**src/rtl/nibble_serial_adder_ctrl.sv**
```systemverilog
// Multi-cycle WIDTH-bit adder that reuses one 4-bit ripple adder,
// processing one nibble per clock with a start/busy/done handshake.

module full_adder_1 (
    input  logic a,
    input  logic b,
    input  logic ci,
    output logic s,
    output logic co
);

    assign s  = a ^ b ^ ci;
    assign co = (a & b) | (ci & (a ^ b));

endmodule

module full_adder_4 (
    input  logic [3:0] a,
    input  logic [3:0] b,
    input  logic       ci,
    output logic [3:0] s,
    output logic       co
);

    logic [4:0] c;

    assign c[0] = ci;

    for (genvar i = 0; i < 4; i++) begin : g_bit
        full_adder_1 u_fa (
            .a  (a[i]),
            .b  (b[i]),
            .ci (c[i]),
            .s  (s[i]),
            .co (c[i+1])
        );
    end

    assign co = c[4];

endmodule

module nibble_serial_adder_ctrl #(
    parameter int WIDTH = 16
) (
    input  logic             clk,
    input  logic             reset,
    input  logic             start,
    input  logic [WIDTH-1:0] a,
    input  logic [WIDTH-1:0] b,
    input  logic             cin,
    output logic             busy,
    output logic             done,
    output logic [WIDTH-1:0] sum,
    output logic             cout,
    output logic             ovf
);

    localparam int NIB = WIDTH / 4;
    localparam int CW  = $clog2(NIB);

    localparam logic [1:0] IDLE = 2'd0;
    localparam logic [1:0] RUN  = 2'd1;
    localparam logic [1:0] DONE = 2'd2;

    localparam logic [CW-1:0] LAST = CW'(NIB - 1);

    logic [1:0]       state;
    logic [WIDTH-1:0] a_q;
    logic [WIDTH-1:0] b_q;
    logic             carry_q;
    logic [CW-1:0]    nib_cnt;
    logic [CW+1:0]    base;

    logic [3:0]       fa_a;
    logic [3:0]       fa_b;
    logic [3:0]       fa_s;
    logic             fa_co;
    logic             ovf_nxt;

    // Bit offset of the nibble currently being processed
    assign base = {nib_cnt, 2'b00};
    assign fa_a = a_q[base +: 4];
    assign fa_b = b_q[base +: 4];

    full_adder_4 u_fa4 (
        .a  (fa_a),
        .b  (fa_b),
        .ci (carry_q),
        .s  (fa_s),
        .co (fa_co)
    );

    // fa_s[3] is the final sum MSB on the last nibble pass
    assign ovf_nxt = (a_q[WIDTH-1] == b_q[WIDTH-1]) &&
                     (fa_s[3] != a_q[WIDTH-1]);

    assign busy = (state == RUN) || (state == DONE);
    assign done = (state == DONE);

    always_ff @(posedge clk or posedge reset) begin
        if (reset) begin
            state   <= IDLE;
            a_q     <= '0;
            b_q     <= '0;
            carry_q <= 1'b0;
            nib_cnt <= '0;
            sum     <= '0;
            cout    <= 1'b0;
            ovf     <= 1'b0;
        end else begin
            case (state)
                IDLE: begin
                    if (start) begin
                        a_q     <= a;
                        b_q     <= b;
                        carry_q <= cin;
                        nib_cnt <= '0;
                        sum     <= '0;
                        cout    <= 1'b0;
                        ovf     <= 1'b0;
                        state   <= RUN;
                    end
                end
                RUN: begin
                    sum[base +: 4] <= fa_s;
                    carry_q        <= fa_co;
                    nib_cnt        <= nib_cnt + CW'(1);
                    if (nib_cnt == LAST) begin
                        cout  <= fa_co;
                        ovf   <= ovf_nxt;
                        state <= DONE;
                    end
                end
                DONE: begin
                    state <= IDLE;
                end
                default: begin
                    state <= IDLE;
                end
            endcase
        end
    end

endmodule

```
**config.mk**
```make
export PLATFORM = sky130hd
export DESIGN_NAME = nibble_serial_adder_ctrl
export DESIGN_NICKNAME = d
export VERILOG_FILES = /design/src/rtl/nibble_serial_adder_ctrl.sv
export SDC_FILE = /design/constraint.sdc
export NUM_CORES = 1
export LEC_CHECK = 0
export ABC_CLOCK_PERIOD_IN_PS = 10100
export CORE_ASPECT_RATIO = 1.2
export CORE_MARGIN = 1
export CORE_UTILIZATION = 32
export CTS_CLUSTER_DIAMETER = 120
export DETAILED_ROUTE_END_ITERATION = 7
export GPL_ROUTABILITY_DRIVEN = 1
export GPL_TIMING_DRIVEN = 0
export PLACE_DENSITY_LB_ADDON = 0.1
export SLEW_MARGIN = 10
export SYNTH_ARGS = -nofsm -noshare
export SYNTH_HDL_FRONTEND = slang
export SYNTH_SLANG_ARGS = --single-unit
```
**constraint.sdc**
```tcl
create_clock -name clk -period 10.1 [get_ports clk]
set_clock_uncertainty 0.2 [all_clocks]
set_input_delay 2.02 -clock clk [delete_from_list [all_inputs] [get_ports clk]]
set_output_delay 2.02 -clock clk [all_outputs]
set_load 0.02 [all_outputs]
```
==> impl_metrics.json <==
{
  "hold_depth": 1,
  "period_share": 0.381,
  "antenna_found_initial": 0,
  "end_kind": "primary output",
  "die_w_um": 84.8,
  "clock_path_buffers": 2,
  "clkSinkCount": 55,
  "grt_pass1_wl_um": 9090,
  "hold_viol_final": 0,
  "slew_violations": 0,
  "violations": "DRC",
  "antennaDiodeCount": 0,
  "cp.required_ns": 7.88,
  "rsz0062_at_grt": "false",
  "mostFrequentLayoutCells": "dfrtp_1 (55), clkdlybuf4s50_1 (55), mux2_2 (32), inv_1 (14)",
  "cts-root-buf": "clkbuf_8",
  "crit_type": "register to primary output",
  "ant_nets": 0,
  "port_buffers": 55,
  "placed_cell_area_sq_um": 3320,
  "drt_iter0_markers": 46,
  "cts_resized": 0,
  "status": "complete, but fails checks",
  "pwr-share-seq": 0.328,
  "dr_total_vias": 1730,
  "fin_area_sq_um": 3410,
  "p_int_w": 0.000655,
  "cap_violations": 0,
  "ys.warnings.count": 0,
  "via_per_inst": 5.03,
  "gp_congestion": 0.702,
  "max_freq_mhz": 260,
  "start_util": 0.336,
  "htree_num_levels": 2,
  "fin_crit_ns": 3.84,
  "ys.flop_type": "dfrtp_1",
  "r2r_cells": 13,
  "grt_max_degree": 36,
  "dp_hpwl_um": 4140,
  "yosysUniqueCellTypes": 35,
  "synthesis.area_sq_um": 2630,
  "ys_async_sr_fraction": 1.00,
  "grt.overflow.total": 0,
  "totalWireLength_um": 5480,
  "numCtsBuffers": 5,
  "setup_viol_count_final": 0,
  "power_density_nw_per_um2": 320,
  "synth_seq_cells": 55,
  "drt_pass1_iterations": 6,
  "grt_use_total": 0.141,
  "cts_setup_buffers": 0,
  "hold_path_class": "register to register",
  "fin_util": 0.434,
  "syn-num-nets": 235,
  "post-place-ws_ns": 6.27,
  "wire_per_inst_um": 15.9,
  "power_frac_clock": 0.114,
  "syn_area_per_cell_sq_um": 14.0,
  "fin_setup_tns_ns": 0,
  "layout-drive-gt1-share": 0.242,
  "switching_share": 0.400,
  "nets": 298,
  "clkLatencyLatePin_ns": 0.31,
  "power_frac_comb": 0.557,
  "area_growth_syn_to_layout_pct": 29.5,
  "worst_ep_arrival_time_ns": 1.62,
  "die_area_sq_um": 8590,
  "grt_pass1_vias": 1780,
  "cp_max_fo": 3,
  "p_leak_nw": 1.46,
  "layout_setup_ws_ns": 6.26,
  "peakVddDrop_mv": 0.118,
  "clk_pin_slew_worst_paths_ns": 0.10,
  "io_pins": 56,
  "cts_hold_buf": 0,
  "synth_cells": 188,
  "coreArea_sq_um": 7840,
  "cts_tree": "yes",
  "fp-row-count": 35,
  "ys_seq_area_frac": 0.523,
  "synth_edf_count": 0,
  "post-route-drc-count": 6,
  "p_sw_w": 0.000436,
  "worst_pin_slew_ns": 0.601,
  "start_kind": "register",
  "die_h_um": 101,
  "power_w": 0.00109,
  "max_slew_margin": 0.600
}
[power groups by stage]
stage	clock, W	combinational (W)	sequential, W
after CTS	0.000130	0.000623	0.000359
after global routing	0.000137	0.000676	0.000370
final	0.000125	0.000608	0.000358
after floorplan	0	0.000432	0.000363
after global placement	0	0.000616	0.000363
after detailed placement	0	0.000620	0.000363
[metal layers]
layer,global-route usage,wire length (um),up-vias,share of wire
met1,0.172,2430,859,0.44
met3,0.0342,200,8,0.036
met4,0.0495,100,0,0.018
met2,0.244,2750,44,0.50
li1,-,-,819,-
met5,0,0,-,0
[critical path: stages (launching register included)]
cell             delay, ns
dfrtp_1               0.39
inv_1                 0.07
ha_1                  0.27
clkdlybuf4s50_1       0.59
[flip-flops by register name, summed over array words and instances (netlist names)]
signal / count
b_q: 16
nib_cnt: 2
state: 2
cout: 1
carry_q: 1
a_q: 16
ovf: 1
sum: 16
[kinds of logic after synthesis]
kind of cell             Yosys count  share of synthesized area
multiplexers                      42                      0.215
buffers and inverters             23                     0.0390
AO/OA/AOI/OAI                     30                     0.0909
AND/OR/NAND/NOR                   27                     0.0680
flip-flops                        55                      0.523
adder cells (fa/ha/maj)           11                     0.0637
[metrics by stage]
step,std cells,hold WS [ns]
after floorplan,188,0.274
after global placement,335,0.278
after detailed placement,336,0.279
after CTS,344,0.308
after global routing,344,0.315
final,344,0.306
[final cells by class]
class / instances / area [sq um]
fillers: 735 / 4430
clock inverters: 2 / 17.5
clock buffers: 6 / 72.6
repair buffers: 56 / 571
flip-flops and latches: 55 / 1380
plain buffers: 8 / 46.3
inverters: 15 / 56.3
multi-input cells: 110 / 1150
well taps: 92 / 115
[worst paths after layout]
check	from	end	slack, ns
setup / recovery	state[0]$_DFFE_PP0P_	busy	6.26
hold / removal	sum[14]$_DFFE_PP0P_	sum[14]$_DFFE_PP0P_	0.31
setup reg to reg	nib_cnt[1]$_DFFE_PP0P_	ovf$_DFFE_PP0P_	6.47
hold reg to reg	sum[14]$_DFFE_PP0P_	sum[14]$_DFFE_PP0P_	0.31
max in group asynchronous	reset	cout$_DFFE_PP0P_	7.31
min in group asynchronous	reset	b_q[0]$_DFFE_PP0P_	1.83
[cell usage after synthesis (3+ instances only)]
master / n / area share
o21ai_2: 3 / 0.010
a21oi_1: 5 / 0.0095
fa_1: 4 / 0.030
nand2_1: 4 / 0.0057
a22o_1: 8 / 0.027
mux2_2: 32 / 0.14
buf_2: 4 / 0.0076
mux4_2: 8 / 0.069
nor2b_1: 4 / 0.0095
o2bb2ai_1: 8 / 0.027
dfrtp_1: 55 / 0.52
inv_1: 15 / 0.021
ha_1: 7 / 0.033
(Power assumes the default switching activity.)
